`config.mk`:
```
export PLATFORM = sky130hd
export DESIGN_NAME = mem_stage_lsu_flat
export DESIGN_NICKNAME = d
export VERILOG_FILES = /design/src/rtl/mem_stage_lsu_if.sv /design/src/rtl/mem_stage_lsu.sv /design/src/flat_wrapper.sv
export SDC_FILE = /design/constraint.sdc
export NUM_CORES = 1
export LEC_CHECK = 0
export CAP_MARGIN = 20
export CORE_UTILIZATION = 39
export CTS_CLUSTER_DIAMETER = 120
export CTS_CLUSTER_SIZE = 10
export DETAILED_ROUTE_END_ITERATION = 8
export PLACE_DENSITY = 0.75
export SYNTH_ARGS = -nofsm -noshare
export SYNTH_HDL_FRONTEND = slang
export SYNTH_SLANG_ARGS = --single-unit
```
`constraint.sdc`:
```
create_clock -name clk -period 1.95 [get_ports clk]
set_input_delay 0.39 -clock clk [delete_from_list [all_inputs] [get_ports clk]]
set_output_delay 0.39 -clock clk [all_outputs]
set_load 0.01 [all_outputs]
```
`src/rtl/mem_stage_lsu_if.sv`:
```
// Bus bundle for the MEM stage: EX payload in, data-SRAM read response in,
// WB payload, ID forwarding bus and status flags out.
// With MEM_ALIGN_CHK_EN defined the bundle also carries misalign_o.
interface mem_stage_lsu_if #(
  parameter int PC_W  = 32,
  parameter int RF_AW = 5
);
  // hazard-unit hold
  logic               stall_i;

  // EX -> MEM payload
  logic               ex_valid_i;
  logic [PC_W-1:0]    ex_pc_i;
  logic               ex_ld_i;
  logic [2:0]         ex_ld_type_i;
  logic               ex_rf_we_i;
  logic [RF_AW-1:0]   ex_rf_waddr_i;
  logic [31:0]        ex_result_i;

  // data-SRAM read response
  logic               dmem_rvalid_i;
  logic [31:0]        dmem_rdata_i;

  // stage outputs
  logic               mem_stall_o;
  logic               wb_valid_o;
  logic [PC_W-1:0]    wb_pc_o;
  logic               wb_rf_we_o;
  logic [RF_AW-1:0]   wb_rf_waddr_o;
  logic [31:0]        wb_rf_wdata_o;
  logic [RF_AW+33:0]  fwd_o;
  logic               err_o;
`ifdef MEM_ALIGN_CHK_EN
  logic               misalign_o;
`endif

  // The MEM stage itself
  modport slave (
    input  stall_i,
    input  ex_valid_i, ex_pc_i, ex_ld_i, ex_ld_type_i,
    input  ex_rf_we_i, ex_rf_waddr_i, ex_result_i,
    input  dmem_rvalid_i, dmem_rdata_i,
    output mem_stall_o, wb_valid_o, wb_pc_o, wb_rf_we_o,
    output wb_rf_waddr_o, wb_rf_wdata_o, fwd_o, err_o
`ifdef MEM_ALIGN_CHK_EN
    , output misalign_o
`endif
  );

  // The surrounding pipeline / memory model
  modport master (
    output stall_i,
    output ex_valid_i, ex_pc_i, ex_ld_i, ex_ld_type_i,
    output ex_rf_we_i, ex_rf_waddr_i, ex_result_i,
    output dmem_rvalid_i, dmem_rdata_i,
    input  mem_stall_o, wb_valid_o, wb_pc_o, wb_rf_we_o,
    input  wb_rf_waddr_o, wb_rf_wdata_o, fwd_o, err_o
`ifdef MEM_ALIGN_CHK_EN
    , input misalign_o
`endif
  );
endinterface

```
`src/rtl/mem_stage_lsu.sv`:
```
// MEM pipeline stage with load completion handling.
// Registers the EX payload, waits for a variable-latency data-SRAM read
// response, extracts byte/half/word load data with sign or zero extension,
// and drives the WB payload plus an ID forwarding bus with a pending flag.
// Optional feature: define MEM_ALIGN_CHK_EN to flag misaligned LH/LHU/LW
// loads on misalign_o and suppress their register write.
module mem_stage_lsu #(
  parameter int PC_W    = 32,
  parameter int RF_AW   = 5,
  parameter int TIMEOUT = 16
) (
  input logic           clk,
  input logic           rst,
  mem_stage_lsu_if.slave bus
);

  // Stage states
  localparam logic [1:0] ST_IDLE  = 2'd0;
  localparam logic [1:0] ST_WAIT  = 2'd1;
  localparam logic [1:0] ST_READY = 2'd2;

  // Load type encodings; unlisted codes behave as LW
  localparam logic [2:0] LT_LB  = 3'b001;
  localparam logic [2:0] LT_LBU = 3'b010;
  localparam logic [2:0] LT_LH  = 3'b011;
  localparam logic [2:0] LT_LHU = 3'b100;

  // Timeout counter only needs to reach TIMEOUT-1
  localparam int             CNT_W    = (TIMEOUT > 1) ? $clog2(TIMEOUT) : 1;
  localparam logic [CNT_W-1:0] CNT_LAST = CNT_W'(TIMEOUT - 1);
  localparam bit             TO_EN    = (TIMEOUT != 0);

  // Payload register
  logic               valid_q,   valid_d;
  logic [PC_W-1:0]    pc_q,      pc_d;
  logic               ld_q,      ld_d;
  logic [2:0]         ld_type_q, ld_type_d;
  logic               rf_we_q,   rf_we_d;
  logic [RF_AW-1:0]   waddr_q,   waddr_d;
  logic [31:0]        result_q,  result_d;

  // Load completion tracking
  logic [1:0]         state_q,   state_d;
  logic [CNT_W-1:0]   cnt_q,     cnt_d;
  logic [31:0]        ld_buf_q,  ld_buf_d;
  logic               err_q,     err_d;

  logic               advance;
  logic [7:0]         ldByte;
  logic [15:0]        ldHalf;
  logic [31:0]        ldData;
  logic [31:0]        wdata;
  logic               wbValid;
  logic               ldNoFwd;
  logic               pending;
  logic               weAllowed;
  logic               fwdWe;

  // The stage only accepts new work when not held and not waiting on memory
  assign advance = !bus.stall_i && (state_q != ST_WAIT);

  // Next-state logic: payload capture, load wait / timeout, sticky error
  always_comb begin
    valid_d   = valid_q;
    pc_d      = pc_q;
    ld_d      = ld_q;
    ld_type_d = ld_type_q;
    rf_we_d   = rf_we_q;
    waddr_d   = waddr_q;
    result_d  = result_q;
    state_d   = state_q;
    cnt_d     = cnt_q;
    ld_buf_d  = ld_buf_q;
    err_d     = err_q;

    if (state_q == ST_WAIT) begin
      if (bus.dmem_rvalid_i) begin
        state_d  = ST_READY;
        ld_buf_d = bus.dmem_rdata_i;
        cnt_d    = '0;
      end else if (TO_EN && (cnt_q == CNT_LAST)) begin
        state_d  = ST_READY;
        ld_buf_d = '0;
        cnt_d    = '0;
        err_d    = 1'b1;
      end else begin
        cnt_d = cnt_q + CNT_W'(1);
      end
    end else if (advance) begin
      valid_d   = bus.ex_valid_i;
      pc_d      = bus.ex_pc_i;
      ld_d      = bus.ex_valid_i & bus.ex_ld_i;
      ld_type_d = bus.ex_ld_type_i;
      rf_we_d   = bus.ex_rf_we_i;
      waddr_d   = bus.ex_rf_waddr_i;
      result_d  = bus.ex_result_i;
      cnt_d     = '0;
      state_d   = (bus.ex_valid_i & bus.ex_ld_i) ? ST_WAIT : ST_IDLE;
    end
  end

  // State registers with synchronous reset; reset also abandons any outstanding load
  always_ff @(posedge clk) begin
    if (rst) begin
      valid_q   <= 1'b0;
      pc_q      <= '0;
      ld_q      <= 1'b0;
      ld_type_q <= '0;
      rf_we_q   <= 1'b0;
      waddr_q   <= '0;
      result_q  <= '0;
      state_q   <= ST_IDLE;
      cnt_q     <= '0;
      ld_buf_q  <= '0;
      err_q     <= 1'b0;
    end else begin
      valid_q   <= valid_d;
      pc_q      <= pc_d;
      ld_q      <= ld_d;
      ld_type_q <= ld_type_d;
      rf_we_q   <= rf_we_d;
      waddr_q   <= waddr_d;
      result_q  <= result_d;
      state_q   <= state_d;
      cnt_q     <= cnt_d;
      ld_buf_q  <= ld_buf_d;
      err_q     <= err_d;
    end
  end

  // Lane selection and sign/zero extension of the buffered read word
  always_comb begin
    ldByte = ld_buf_q[7:0];
    case (result_q[1:0])
      2'd0: ldByte = ld_buf_q[7:0];
      2'd1: ldByte = ld_buf_q[15:8];
      2'd2: ldByte = ld_buf_q[23:16];
      2'd3: ldByte = ld_buf_q[31:24];
      default: ldByte = ld_buf_q[7:0];
    endcase
    ldHalf = result_q[1] ? ld_buf_q[31:16] : ld_buf_q[15:0];
    case (ld_type_q)
      LT_LB:   ldData = {{24{ldByte[7]}}, ldByte};
      LT_LBU:  ldData = {24'd0, ldByte};
      LT_LH:   ldData = {{16{ldHalf[15]}}, ldHalf};
      LT_LHU:  ldData = {16'd0, ldHalf};
      default: ldData = ld_buf_q;
    endcase
  end

  assign wdata   = ld_q ? ldData : result_q;
  assign wbValid = valid_q && (state_q != ST_WAIT);

  // A load to x0 must never look like a forwarding source, pending or not
  assign ldNoFwd = ld_q && (waddr_q == '0);
  assign pending = (state_q == ST_WAIT) && rf_we_q && !ldNoFwd;

`ifdef MEM_ALIGN_CHK_EN
  logic isHalf;
  logic isWord;
  logic misalign;
  assign isHalf   = (ld_type_q == LT_LH) || (ld_type_q == LT_LHU);
  assign isWord   = !isHalf && (ld_type_q != LT_LB) && (ld_type_q != LT_LBU);
  assign misalign = valid_q && ld_q &&
                    ((isHalf && result_q[0]) || (isWord && (result_q[1:0] != 2'b00)));
  assign bus.misalign_o = misalign;
  // A misaligned load completes but must not write back or forward
  assign weAllowed = rf_we_q && !misalign;
`else
  assign weAllowed = rf_we_q;
`endif

  assign fwdWe = valid_q && weAllowed && !pending && !ldNoFwd;

  assign bus.mem_stall_o   = (state_q == ST_WAIT);
  assign bus.wb_valid_o    = wbValid;
  assign bus.wb_pc_o       = pc_q;
  assign bus.wb_rf_we_o    = wbValid && weAllowed;
  assign bus.wb_rf_waddr_o = waddr_q;
  assign bus.wb_rf_wdata_o = wdata;
  assign bus.fwd_o         = {pending, fwdWe, waddr_q, wdata};
  assign bus.err_o         = err_q;

endmodule

```
`src/flat_wrapper.sv`:
```
// flat-port wrapper written by rule: the top's interface ports become plain ports
module mem_stage_lsu_flat 
#(
  parameter int PC_W    = 32,
  parameter int RF_AW   = 5,
  parameter int TIMEOUT = 16
)
  (clk, rst, bus_stall_i, bus_ex_valid_i, bus_ex_pc_i, bus_ex_ld_i, bus_ex_ld_type_i, bus_ex_rf_we_i, bus_ex_rf_waddr_i, bus_ex_result_i, bus_dmem_rvalid_i, bus_dmem_rdata_i, bus_mem_stall_o, bus_wb_valid_o, bus_wb_pc_o, bus_wb_rf_we_o, bus_wb_rf_waddr_o, bus_wb_rf_wdata_o, bus_fwd_o, bus_err_o);
  mem_stage_lsu_if #(.PC_W(PC_W), .RF_AW(RF_AW)) bus_i ();
  input logic clk;
  input logic rst;
  input wire logic [$bits(bus_i.stall_i)-1:0] bus_stall_i;
  input wire logic [$bits(bus_i.ex_valid_i)-1:0] bus_ex_valid_i;
  input wire logic [$bits(bus_i.ex_pc_i)-1:0] bus_ex_pc_i;
  input wire logic [$bits(bus_i.ex_ld_i)-1:0] bus_ex_ld_i;
  input wire logic [$bits(bus_i.ex_ld_type_i)-1:0] bus_ex_ld_type_i;
  input wire logic [$bits(bus_i.ex_rf_we_i)-1:0] bus_ex_rf_we_i;
  input wire logic [$bits(bus_i.ex_rf_waddr_i)-1:0] bus_ex_rf_waddr_i;
  input wire logic [$bits(bus_i.ex_result_i)-1:0] bus_ex_result_i;
  input wire logic [$bits(bus_i.dmem_rvalid_i)-1:0] bus_dmem_rvalid_i;
  input wire logic [$bits(bus_i.dmem_rdata_i)-1:0] bus_dmem_rdata_i;
  output wire logic [$bits(bus_i.mem_stall_o)-1:0] bus_mem_stall_o;
  output wire logic [$bits(bus_i.wb_valid_o)-1:0] bus_wb_valid_o;
  output wire logic [$bits(bus_i.wb_pc_o)-1:0] bus_wb_pc_o;
  output wire logic [$bits(bus_i.wb_rf_we_o)-1:0] bus_wb_rf_we_o;
  output wire logic [$bits(bus_i.wb_rf_waddr_o)-1:0] bus_wb_rf_waddr_o;
  output wire logic [$bits(bus_i.wb_rf_wdata_o)-1:0] bus_wb_rf_wdata_o;
  output wire logic [$bits(bus_i.fwd_o)-1:0] bus_fwd_o;
  output wire logic [$bits(bus_i.err_o)-1:0] bus_err_o;
  assign bus_i.stall_i = bus_stall_i;
  assign bus_i.ex_valid_i = bus_ex_valid_i;
  assign bus_i.ex_pc_i = bus_ex_pc_i;
  assign bus_i.ex_ld_i = bus_ex_ld_i;
  assign bus_i.ex_ld_type_i = bus_ex_ld_type_i;
  assign bus_i.ex_rf_we_i = bus_ex_rf_we_i;
  assign bus_i.ex_rf_waddr_i = bus_ex_rf_waddr_i;
  assign bus_i.ex_result_i = bus_ex_result_i;
  assign bus_i.dmem_rvalid_i = bus_dmem_rvalid_i;
  assign bus_i.dmem_rdata_i = bus_dmem_rdata_i;
  assign bus_mem_stall_o = bus_i.mem_stall_o;
  assign bus_wb_valid_o = bus_i.wb_valid_o;
  assign bus_wb_pc_o = bus_i.wb_pc_o;
  assign bus_wb_rf_we_o = bus_i.wb_rf_we_o;
  assign bus_wb_rf_waddr_o = bus_i.wb_rf_waddr_o;
  assign bus_wb_rf_wdata_o = bus_i.wb_rf_wdata_o;
  assign bus_fwd_o = bus_i.fwd_o;
  assign bus_err_o = bus_i.err_o;
  mem_stage_lsu #(.PC_W(PC_W), .RF_AW(RF_AW), .TIMEOUT(TIMEOUT)) u_core (.clk(clk), .rst(rst), .bus(bus_i));
endmodule
```
# Word level (Yosys, flattened, before mapping)
# Cells that the tools add are included.
dict set report word_totals {
  reg_bits 114
  elab_cells 61
  input_bits 111
  out_inout_bits 112
}
dict set report classes {
  add_sub_neg 1
  reduce_logical 20
  eq_ne 11
  muxes 15
  n_bitwise 3
}
# operator n
set ops {}
lappend ops {{case mux 32 bit (4 select lines)} 1}
lappend ops {{2-to-1 mux 32 bit} 3}
lappend ops {{case mux 8 bit (4 select lines)} 1}
lappend ops {{2-to-1 mux 16 bit} 1}
lappend ops {{2-to-1 mux 4 bit} 4}
lappend ops {{logical AND 1 bit} 9}
lappend ops {{2-to-1 mux 2 bit} 4}
lappend ops {{== test 3 x 2 -> 1 bit (second input constant)} 2}
lappend ops {{AND reduction 2 bit} 3}
lappend ops {{logical NOT 5 bit} 1}
lappend ops {{adder 4 x 1 -> 4 bit (second input constant)} 1}
lappend ops {{== test 2 x 1 -> 1 bit (second input constant)} 2}
lappend ops {{== test 2 bit (second input constant)} 2}
lappend ops {{== test 4 bit (second input constant)} 1}
lappend ops {{nonzero test 2 bit} 2}
lappend ops {{== test 3 x 1 -> 1 bit (second input constant)} 1}
lappend ops {{== test 3 bit (second input constant)} 1}
lappend ops {{logical NOT 1 bit} 3}
lappend ops {{!= test 3 x 2 -> 1 bit (second input constant)} 1}
lappend ops {{AND reduction 3 bit} 1}
lappend ops {{logical NOT 2 bit} 1}
lappend ops {{!= test 2 x 1 -> 1 bit (second input constant)} 1}
lappend ops {{inverter 1 bit} 2}
lappend ops {{AND 1 bit} 1}
lappend ops {{2-to-1 mux 1 bit} 1}

# Longest topological paths before layout
# Gate-level depths: netlist of the first run.
dict set report depth {
  depth_word 7
  depth_mapped 8
  mapped_depth_nobuf 5
}

# Least setup slack after synthesis of the first run
# Ideal clock, no wire load.
dict set report synth_timing {
  path_type {register to output}
  startpoint {register u_core.ld_type_q[0]}
  endpoint {output port bus_wb_rf_wdata_o[23]}
  required_ns 1.560
  stages_incl_launch_ff 8
  path_buffers 3
  arrival_ns 1.690
  setup_slack_ns -0.130
  path_cell_list {dfxtp_1 buf_4 nor2_4 xor2_1 buf_4 nand2_1 a21oi_1 buf_4}
}
dict set report synth_via {
  elab_chain_len 3
  elab_cells_between_ends 6
  classes_between {eq/ne: 4; mux: 2}
}
# element line
set synth_rtl {}
lappend synth_rtl {{start: declaration} mem_stage_lsu.sv:37} ;# logic [2:0] ld_type_q, ld_type_d;
lappend synth_rtl {{start signal: assignment} mem_stage_lsu.sv:120} ;# ld_type_q <= ld_type_d;
lappend synth_rtl {{== test 3 bit (tied with other cells)} mem_stage_lsu.sv:142} ;# case (ld_type_q)
lappend synth_rtl {{case mux 32 bit (4 select lines) (*)} mem_stage_lsu.sv:142}
lappend synth_rtl {{2-to-1 mux 32 bit (*)} mem_stage_lsu.sv:151} ;# assign wdata = ld_q ? ldData : result_q;
lappend synth_rtl {{end: declaration} flat_wrapper.sv:27} ;# output wire logic [$bits(bus_i.wb_rf_wdata_o)-1:0] bus_wb_rf_wdata_o;
# Mark *: on every way between the ends. The rest lies on a longest branch, timed or not.

# Worst setup path after layout of the first run
dict set report layout_timing {
  startpoint {register u_core.result_q[0]}
  endpoint {output port bus_fwd_o[15]}
}
dict set report layout_via {
  elab_chain_len 4
  elab_cells_between_ends 7
  classes_between {eq/ne: 3; mux: 3; reduce/logical: 1}
}
# element line
set layout_rtl {}
lappend layout_rtl {{start: declaration} mem_stage_lsu.sv:40} ;# logic [31:0] result_q, result_d;
lappend layout_rtl {{start signal: assignment} mem_stage_lsu.sv:123} ;# result_q <= result_d;
lappend layout_rtl {{== test 2 bit (tied with other cells)} mem_stage_lsu.sv:134} ;# case (result_q[1:0])
lappend layout_rtl {{case mux 8 bit (4 select lines) (*)} mem_stage_lsu.sv:134}
lappend layout_rtl {{case mux 32 bit (4 select lines) (*)} mem_stage_lsu.sv:142}
lappend layout_rtl {{2-to-1 mux 32 bit (*)} mem_stage_lsu.sv:151}
lappend layout_rtl {{end: declaration} flat_wrapper.sv:28} ;# output wire logic [$bits(bus_i.fwd_o)-1:0] bus_fwd_o;
# Marked as above.

==> results.ini, run 1 <==
[clock_tree]
cts_root_buf=clkbuf_16
cts.sinks=114
clk_latency_ns=0.41
numCtsBuffers=17
hold_buffers=0
clock_path_buffers=2
cts_tree=yes
cts.clk_slew.worst_paths_ns=0.06
htreeDepth=4

[logic_synthesis]
synth_top_cell_by_area=dfxtp_1
syn_area_mm2=0.00532
syn-num-nets=794
synth-seq-cells=114
synth_area_leaders=dfxtp_1 43%, nand2_1 12%, a21oi_1 10%, buf_4 5.8%, a22oi_1 5.5%
synthFlopType=dfxtp_1
synth_top_area_share_pct=42.9
synth_edf_count=0
ys_types=42
syn_area_per_cell_um2=7.80
ys_warn_count=0
syn_inst=682
synth-seq-area-share_pct=42.9
ys_async_sr_fraction_pct=0

[sta]
fin_crit_ns=2.54
rsz0062_at_grt=yes
fin_worst_skew_ns=0.00819
setup_viol=66
max-slew-margin-rel_pct=68.0
hold_violations=0
fin_ws_ns=-0.587
fmax_mhz=394
slew_viol_final=0
tightest_slew_ns=0.479
fin_crit_sh_pct=130

[route]
drc=0
first_pass_iters=5
ant_nets=0
vias=5787
wire_per_inst_um=17.0
via_per_inst=5.22
drt_iter0_markers=438
wl_um=18800

[worst_setup_path]
cp.depth=6
cp_top_family=multiplexers
crit_start=u_core.result_q[0]
r2r_start=u_core.cnt_q[0]
criticalPathCategory=flip-flop to output port
r2r-end=u_core.ld_buf_q[1]
endpoint=bus_fwd_o[15]
cp_data_required_time_ns=1.56
reg2reg_depth=6
crit_path_max_incr_delay_ns=0.54
critPathLaunchType=flip-flop
endpoint_kind=output port
cp.buffers_inverters=2
crit_slowest_cell=mux4_2
rrSetupSlack_ns=0.36
path_max_fanout=8
path_cells=mux4_2 -> a31o_4 -> buf_6 -> a21oi_2 -> o22ai_2 -> buf_2
cp.arrival_ns=2.15

[worst_hold_path]
hold_class=flip-flop to flip-flop
hold_depth=2

[global_route]
grt_util_met2_pct=41.7
track_usage_pct=26.2
grt-ovfl-total=0
grtUsageMet3_pct=9.65
use_met1_pct=32.0
grt-busiest-layer=met2
grt_pass1_vias=5431
antenna_found_initial=0
grt_pass1_wl_um=28600
grt_max_degree=70

[power_and_ir_drop]
p_clk_share_pct=46.4
p_int_uw=5350
vdd_drop_max_mv=0.874
sequentialPowerShare_pct=34.9
power.share.switching_pct=25.2
combPwrFrac_pct=18.6
p_leak_uw=0.00357
p_switching_uw=1800
power_uw=7160
power.density_mw_per_mm2=799

[die]
die_y_um=119
start_util_pct=40.0
num_io_pins=223
die_w_um=119
coreArea_mm2=0.0133
num_rows=42
die_area_mm2=0.0141

[outcome]
outcome=complete, but fails checks
violations=negative setup slack

[layout]
drive_gt1_share_pct=27.8
syn_to_final_growth_pct=68.3
finalNetCount=1031
final_cell_mix=168 x nand2_1, 152 x clkdlybuf4s50_1, 108 x dfxtp_1
fillerInstances=1072
diodes=0
final_common_cell=nand2_1
fin_util_pct=67.4

[job]
cap_violations=0

[placed_design]
io_buffers=222
place_hpwl_um=13100
place.gp.congestion=0.891

==> what timing repair did <==
item / 4_1_cts / 5_1_grt
endpoints found under the hold margin: 0 / 0
pin swaps: 14 / 16
gates cloned: 0 / 2
buffers inserted: 8 / 10
setup endpoints to repair: 69 / 66
gates resized for setup: 269 / 86
==> synthesized netlist by cell type, drive strengths merged, types with 5 or more instances <==
master / n
o22ai: 5
buf: 61
inv: 9
and3: 6
o211ai: 6
o21ai: 5
nor2: 71
clkbuf: 31
mux4: 8
a21oi: 111
a22oi: 39
a221oi: 6
nand2: 168
dfxtp: 114
==> through the flow <==
| stage | setup WS, ns | hold WS (ns) | instances | area (um2) | TNS [ns] |
|---|---|---|---|---|---|
| CTS | -0.601 | 0.453 | 1099 | 8590 | -31.18 |
| global placement | -0.404 | 0.437 | 1062 | 8000 | -23.26 |
| global route | -0.667 | 0.471 | 1108 | 8950 | -35.19 |
| finish | -0.587 | 0.451 | 1108 | 8950 | -31.19 |
| floorplan | -0.0374 | 0.431 | 682 | 5380 | -0.473 |
| detailed placement | -0.444 | 0.446 | 1062 | 8000 | -24.41 |
==> tightest hold or removal path, delay by kind of cell (launching register included) <==
kind | cells | cell delay, ns
flops | 1 | 0.30
simple gates | 1 | 0.05
compound gates | 1 | 0.05
==> state kept, by name, summed over array words and instances, names as in the netlist <==
name,flops
u_core.bus.err_o,1
u_core.valid_q,1
u_core.bus.wb_pc_o,32
u_core.ld_q,1
u_core.ld_type_q,3
u_core.state_q,2
u_core.ld_buf_q,32
u_core.rf_we_q,1
u_core.cnt_q,4
u_core.bus.wb_rf_waddr_o,5
u_core.result_q,32
==> cell type report <==
cell class | count | area [um2] | share of cell area, %
Timing Repair Buffer | 310 | 2930 | 32.8
Multi-Input combinational cell | 467 | 2840 | 31.7
Sequential cell | 114 | 2290 | 25.6
Tap cell | 176 | 220 | 2.46
Clock buffer | 20 | 457 | 5.10
Clock inverter | 12 | 179 | 2.00
Inverter | 9 | 33.8 | 0.377
==> metal layers <==
metal | part of all wire (%) | wire length [um] | up-vias
met5 | 0 | 0 | -
met4 | 3.3 | 611 | 0
met1 | 40 | 7600 | 2695
li1 | - | - | 2778
met2 | 48 | 8930 | 272
met3 | 8.8 | 1650 | 42
==> cells by family after synthesis <==
group	count (synthesis)	share of synthesized area [%]
compound gates	187	21.8
xor+xnor	2	0.329
fa+ha+maj	1	0.235
buf+inv	101	10.6
flops	114	42.9
mux	11	3.95
simple gates	266	20.2
==> worst min path at each step <==
stage	from	slack (ns)	endpoint
after floorplan	u_core.state_q[1]	0.43	u_core.state_q[1]
after global placement	u_core.state_q[1]	0.44	u_core.state_q[1]
after detailed placement	u_core.bus.wb_pc_o[16]	0.45	u_core.bus.wb_pc_o[16]
after CTS	u_core.bus.wb_pc_o[16]	0.45	u_core.bus.wb_pc_o[16]
after global routing	u_core.bus.wb_pc_o[23]	0.47	u_core.bus.wb_pc_o[23]
final	u_core.bus.wb_pc_o[26]	0.45	u_core.bus.wb_pc_o[26]
==> power by group through the flow <==
stage / sequential [uW] / combinational [uW] / clock [uW]
after CTS: 2500 / 1230 / 3370
after floorplan: 2560 / 558 / 0
final: 2500 / 1330 / 3320
after detailed placement: 2550 / 1280 / 0
after global placement: 2540 / 1280 / 0
after global routing: 2510 / 1420 / 3460
Note: power is estimated with default switching activity, not from simulation.
==> run 2: changes to the inputs <==
--- a/config.mk
+++ b/config.mk
@@ -6,6 +6,7 @@
 export NUM_CORES = 1
 export LEC_CHECK = 0
 export CAP_MARGIN = 20
+export CORE_MARGIN = 2
 export CORE_UTILIZATION = 39
 export CTS_CLUSTER_DIAMETER = 120
 export CTS_CLUSTER_SIZE = 10
==> results.ini, run 2 (same netlist as run 1, synthesis figures left out) <==
[sta]
fin_crit_ns=2.51  ; -0.0252 ns
max-slew-margin-rel_pct=73.9  ; +5.9 points
rsz0062_at_grt=yes
fin_crit_sh_pct=129  ; -1.3 points
fin_ws_ns=-0.562  ; +0.0252 ns
fmax_mhz=398  ; +1.0%
tightest_slew_ns=0.391  ; -0.0881 ns
whs_ns=0.371  ; -0.0802 ns
hold_violations=0  ; unchanged
slew_viol_final=0  ; unchanged
fin_worst_skew_ns=0.0103  ; +0.00206 ns
setup_viol=66  ; unchanged

[die]
num_io_pins=223  ; unchanged
coreArea_mm2=0.0133  ; unchanged
die_w_um=121  ; +1.7%
num_rows=42  ; unchanged
die_area_mm2=0.0146  ; +3.4%
die_y_um=121  ; +1.7%
start_util_pct=40.0  ; unchanged

[global_route]
grt_util_met2_pct=41.6  ; -0.11 points
grt-busiest-layer=met2
track_usage_pct=26.7  ; +0.48 points
grtUsageMet3_pct=9.43  ; -0.22 points
grt-ovfl-total=0  ; unchanged
use_met1_pct=31.6  ; -0.34 points
antenna_found_initial=0  ; unchanged
grt_pass1_wl_um=29800  ; +4.2%
grt_pass1_vias=5636  ; +3.8%
grt_max_degree=42  ; -40%

[clock_tree]
cts_root_buf=clkbuf_16
numCtsBuffers=17  ; unchanged
cts.clk_slew.worst_paths_ns=0.05  ; about the same
cts_tree=yes
htreeDepth=4  ; unchanged
cts.sinks=114  ; unchanged
clock_path_buffers=2  ; unchanged
hold_buffers=0  ; unchanged
clk_latency_ns=0.43  ; +0.02 ns

[layout]
drive_gt1_share_pct=29.3  ; +1.5 points
final_cell_mix=166 x nand2_1, 152 x clkdlybuf4s50_1, 108 x dfxtp_1
finalNetCount=1048  ; +1.6%
fillerInstances=1039  ; -3.1%
fin_area_mm2=0.00914  ; +2.0%
final_common_cell=nand2_1
fin_util_pct=68.7  ; +1.4 points
syn_to_final_growth_pct=71.7
diodes=0  ; unchanged

[route]
wire_per_inst_um=18.0  ; +6.4%
first_pass_iters=7  ; +2
ant_nets=0  ; unchanged
drc=0  ; unchanged
vias=5968  ; +3.1%
via_per_inst=5.31  ; +1.7%
drt_iter0_markers=689  ; +57%
wl_um=20300  ; +8.0%

[placed_design]
placed_area_mm2=0.00801  ; about the same
io_buffers=222  ; unchanged
place.gp.congestion=0.946  ; +6.1%
dp_slack_ns=-0.484  ; -0.0393 ns
place_hpwl_um=13500  ; +2.8%

[worst_setup_path]
path_cells=mux4_2 -> a31o_4 -> o32a_1 -> buf_2
criticalPathCategory=flip-flop to output port
cp_data_required_time_ns=1.56  ; about the same
crit_slowest_cell=mux4_2
crit_path_max_incr_delay_ns=0.52  ; -0.02 ns
critPathLaunchType=flip-flop
path_max_fanout=7  ; -1
endpoint_kind=output port
cp.arrival_ns=2.12  ; -0.03 ns

[outcome]
outcome=complete, but fails checks
violations=negative setup slack

[power_and_ir_drop]
vdd_drop_max_mv=0.598  ; -32%
p_leak_uw=0.00364  ; +2.2%
power_uw=7080  ; -1.0%
power.density_mw_per_mm2=775  ; -3.0%

[job]
cap_violations=0  ; unchanged

[worst_hold_path]
hold_class=input port to flip-flop

[run 2: cell count changes in the layout (fill, tap and decap cells not counted), sizes merged]
cell / previous run / this run
clkbuf: 33 / 28
clkinvlp: 3 / 1
inv: 11 / 9
bufinv: 4 / 3
buf: 140 / 169
clkinv: 3 / 0
[run 2: repair_timing]
item,in CTS,in global routing
gates cloned,1,0
pin swaps,22,23
setup endpoints to repair,69,66
gates resized for setup,310,80
buffers inserted,19,8
[run 2: metrics by stage]
| step | setup TNS [ns] | instances |
|---|---|---|
| 5_1_grt | -35.23 | 1124 |
| 2_1_floorplan | -0.473 | 682 |
| 6_report | -31.31 | 1124 |
| 4_1_cts | -31.56 | 1117 |
| 3_3_place_gp | -25.47 | 1069 |
| 3_5_place_dp | -26.39 | 1069 |
[run 2: cell type report]
class                   count  area, um2  area share [%]
clock inverters             4       97.6            1.07
flip-flops and latches    114       2300            25.2
repair buffers            327       3040            33.2
multi-input cells         467       2950            32.3
inverters                   9       36.3           0.397
well taps                 176        220            2.41
clock buffers              27        493            5.40
[run 2: final timing paths]
path / startpoint / to / slack (ns) / cells after the start
max: u_core.result_q[0] / bus_fwd_o[10] / -0.56 / 4
min: rst / u_core.cnt_q[1] / 0.37 / 2
max reg2reg: u_core.cnt_q[0] / u_core.ld_buf_q[7] / 0.41 / 6
min reg2reg: u_core.bus.wb_pc_o[3] / u_core.bus.wb_pc_o[3] / 0.45 / 2
[run 2: critical path, delay by kind of cell, from the launching register on]
family	cells	cell delay [ns]
compound gates	2	0.66
buf+inv	1	0.15
flops	1	0.36
mux	1	0.52
[run 2: power breakdown]
group          switching (uW)  internal, uW  total, uW
Sequential               66.5          2440       2500
Combinational             665           759       1420
Clock                    1050          2100       3150
Total                    1780          5300       7080
[run 2: routing by layer]
metal	vias up	share of wire (%)
met5	-	0
met1	2769	39
met2	338	48
li1	2805	-
met3	56	9.1
met4	0	3.8
==> run 3: changes to the inputs <==
--- a/config.mk
+++ b/config.mk
@@ -11,7 +11,7 @@
 export CTS_CLUSTER_DIAMETER = 120
 export CTS_CLUSTER_SIZE = 10
 export DETAILED_ROUTE_END_ITERATION = 8
-export PLACE_DENSITY = 0.75
+export PLACE_DENSITY = 0.85
 export SYNTH_ARGS = -nofsm -noshare
 export SYNTH_HDL_FRONTEND = slang
 export SYNTH_SLANG_ARGS = --single-unit
==> results.ini, run 3 (same netlist as run 1, synthesis figures left out) <==
[outcome]
outcome=complete, but fails checks
violations=negative setup slack

[layout]
drive_gt1_share_pct=27.9  ; -1.4 points
diodes=0  ; unchanged
final_common_cell=nand2_1
syn_to_final_growth_pct=63.9
fin_util_pct=65.6  ; -3.1 points
fillerInstances=1054  ; +1.4%
layoutNonFillerInstCount=1112  ; -1.1%
final_cell_mix=168 x nand2_1, 152 x clkdlybuf4s50_1, 107 x dfxtp_1
finalNetCount=1038  ; -0.95%

[clock_tree]
cts.clk_slew.worst_paths_ns=0.05  ; about the same
cts_root_buf=clkbuf_16
clock_path_buffers=2  ; unchanged
numCtsBuffers=17  ; unchanged
htreeDepth=4  ; unchanged
clk_latency_ns=0.41  ; -0.02 ns
hold_buffers=0  ; unchanged
cts_tree=yes
cts.sinks=114  ; unchanged

[route]
vias=6005  ; +0.62%
wl_um=19900  ; -1.8%
wire_per_inst_um=17.9  ; -0.78%
drc=0  ; unchanged
drt_iter0_markers=566  ; -18%
first_pass_iters=6  ; -1
via_per_inst=5.40  ; +1.7%
ant_nets=0  ; unchanged

[global_route]
track_usage_pct=26.6  ; -0.077 points
grtUsageMet3_pct=9.62  ; +0.19 points
grt-ovfl-total=0  ; unchanged
antenna_found_initial=0  ; unchanged
grt-busiest-layer=met2
grt_max_degree=115  ; +170%
grt_pass1_vias=5735  ; +1.8%
use_met1_pct=31.2  ; -0.37 points
grt_pass1_wl_um=30100  ; +1.0%
grt_util_met2_pct=43.6  ; +1.9 points

[placed_design]
place_hpwl_um=13600  ; +0.60%
io_buffers=222  ; unchanged
place.gp.congestion=0.936  ; -1.0%
placedCellCount=1068  ; -0.094%

[worst_setup_path]
criticalPathCategory=flip-flop to output port
endpoint_kind=output port
reg2reg_depth=6  ; unchanged
cp_data_required_time_ns=1.56  ; about the same
critPathLaunchType=flip-flop
cp.arrival_ns=2.09  ; -0.03 ns
path_max_fanout=5  ; -2

[die]
die_area_mm2=0.0146  ; unchanged
num_rows=42  ; unchanged
start_util_pct=40.0  ; unchanged
die_w_um=121  ; unchanged
coreArea_mm2=0.0133  ; unchanged
die_y_um=121  ; unchanged
num_io_pins=223  ; unchanged

[sta]
fin_crit_sh_pct=127  ; -1.9 points
rsz0062_at_grt=yes
fin_worst_skew_ns=0.00851  ; -0.00174 ns
fin_crit_ns=2.48  ; -0.0364 ns
hold_violations=0  ; unchanged
tightest_slew_ns=0.536  ; +0.145 ns
setup_viol=66  ; unchanged
fin_ws_ns=-0.525  ; +0.0364 ns
max-slew-margin-rel_pct=64.3  ; -9.7 points
slew_viol_final=0  ; unchanged
fmax_mhz=404  ; +1.5%
setup_tns_ns=-30.57  ; +0.733 ns

[power_and_ir_drop]
power.density_mw_per_mm2=772  ; -0.44%
vdd_drop_max_mv=0.615  ; +2.9%
p_leak_uw=0.00354  ; -2.9%

[job]
cap_violations=0  ; unchanged

[worst_hold_path]
hold_depth=2  ; unchanged
hold_class=flip-flop to flip-flop

==> run 3: cell types whose count changed in the layout (fill, tap and decap cells not counted), moves of 3 or more <==
cell / previous run / this run
buf_2: 45 / 58
a21oi_1: 81 / 86
clkbuf_1: 7 / 3
clkinv_2: 0 / 5
a21oi_4: 12 / 6
a221oi_2: 3 / 6
buf_4: 73 / 69
buf_8: 4 / 1
buf_6: 36 / 26
==> run 3: worst paths after layout <==
kind / endpoint / start / slack [ns]
worst min register to register: u_core.bus.wb_pc_o[16] / u_core.bus.wb_pc_o[16] / 0.45
worst max-delay path: bus_fwd_o[18] / u_core.result_q[1] / -0.53
worst min-delay path: u_core.bus.wb_pc_o[16] / u_core.bus.wb_pc_o[16] / 0.45
worst max register to register: u_core.ld_buf_q[6] / u_core.cnt_q[0] / 0.36
==> run 3: layer usage <==
metal	vias up	part of all wire, %	routed length, um
met3	54	10	2020
met1	2826	37	7420
met2	342	49	9710
met5	-	0	0
li1	2783	-	-
met4	0	3.8	760
==> run 3: layout make-up <==
| cell class | count | area, um2 | share of cell area (%) |
|---|---|---|---|
| Multi-Input combinational cell | 467 | 2790 | 32.0 |
| Clock buffer | 22 | 464 | 5.32 |
| Inverter | 9 | 36.3 | 0.416 |
| Clock inverter | 7 | 85.1 | 0.976 |
| Tap cell | 176 | 220 | 2.53 |
| Timing Repair Buffer | 317 | 2820 | 32.4 |
| Sequential cell | 114 | 2300 | 26.4 |
==> run 3: timing repair <==
action,CTS,global route
setup buffers,15,4
endpoints found under the setup margin,69,66
gates cloned,1,0
gates resized for setup,335,20
pin swaps,19,11
==> run 3: power breakdown <==
group	switching [uW]	internal, uW
clock	1030	1910
sequential	69.5	2440
combinational	618	667
total	1720	5010
==> run 3: critical path, cell delays in order, from the launching register on <==
cell     delay, ns
dfxtp_4       0.36
inv_4         0.06
mux4_2        0.52
a21oi_4       0.25
buf_4         0.16
buf_6         0.11
a21oi_4       0.06
buf_2         0.15
==> run 3: metrics by stage <==
stage / area [um2] / hold slack (ns) / power, uW / worst slack, ns
6_report: 8720 / 0.451 / 6730 / -0.525
5_1_grt: 8720 / 0.466 / 6970 / -0.565
4_1_cts: 8620 / 0.453 / 6720 / -0.568
3_5_place_dp: 8000 / 0.446 / 3820 / -0.448
3_3_place_gp: 8000 / 0.440 / 3800 / -0.426
2_1_floorplan: 5380 / 0.431 / 3120 / -0.0374
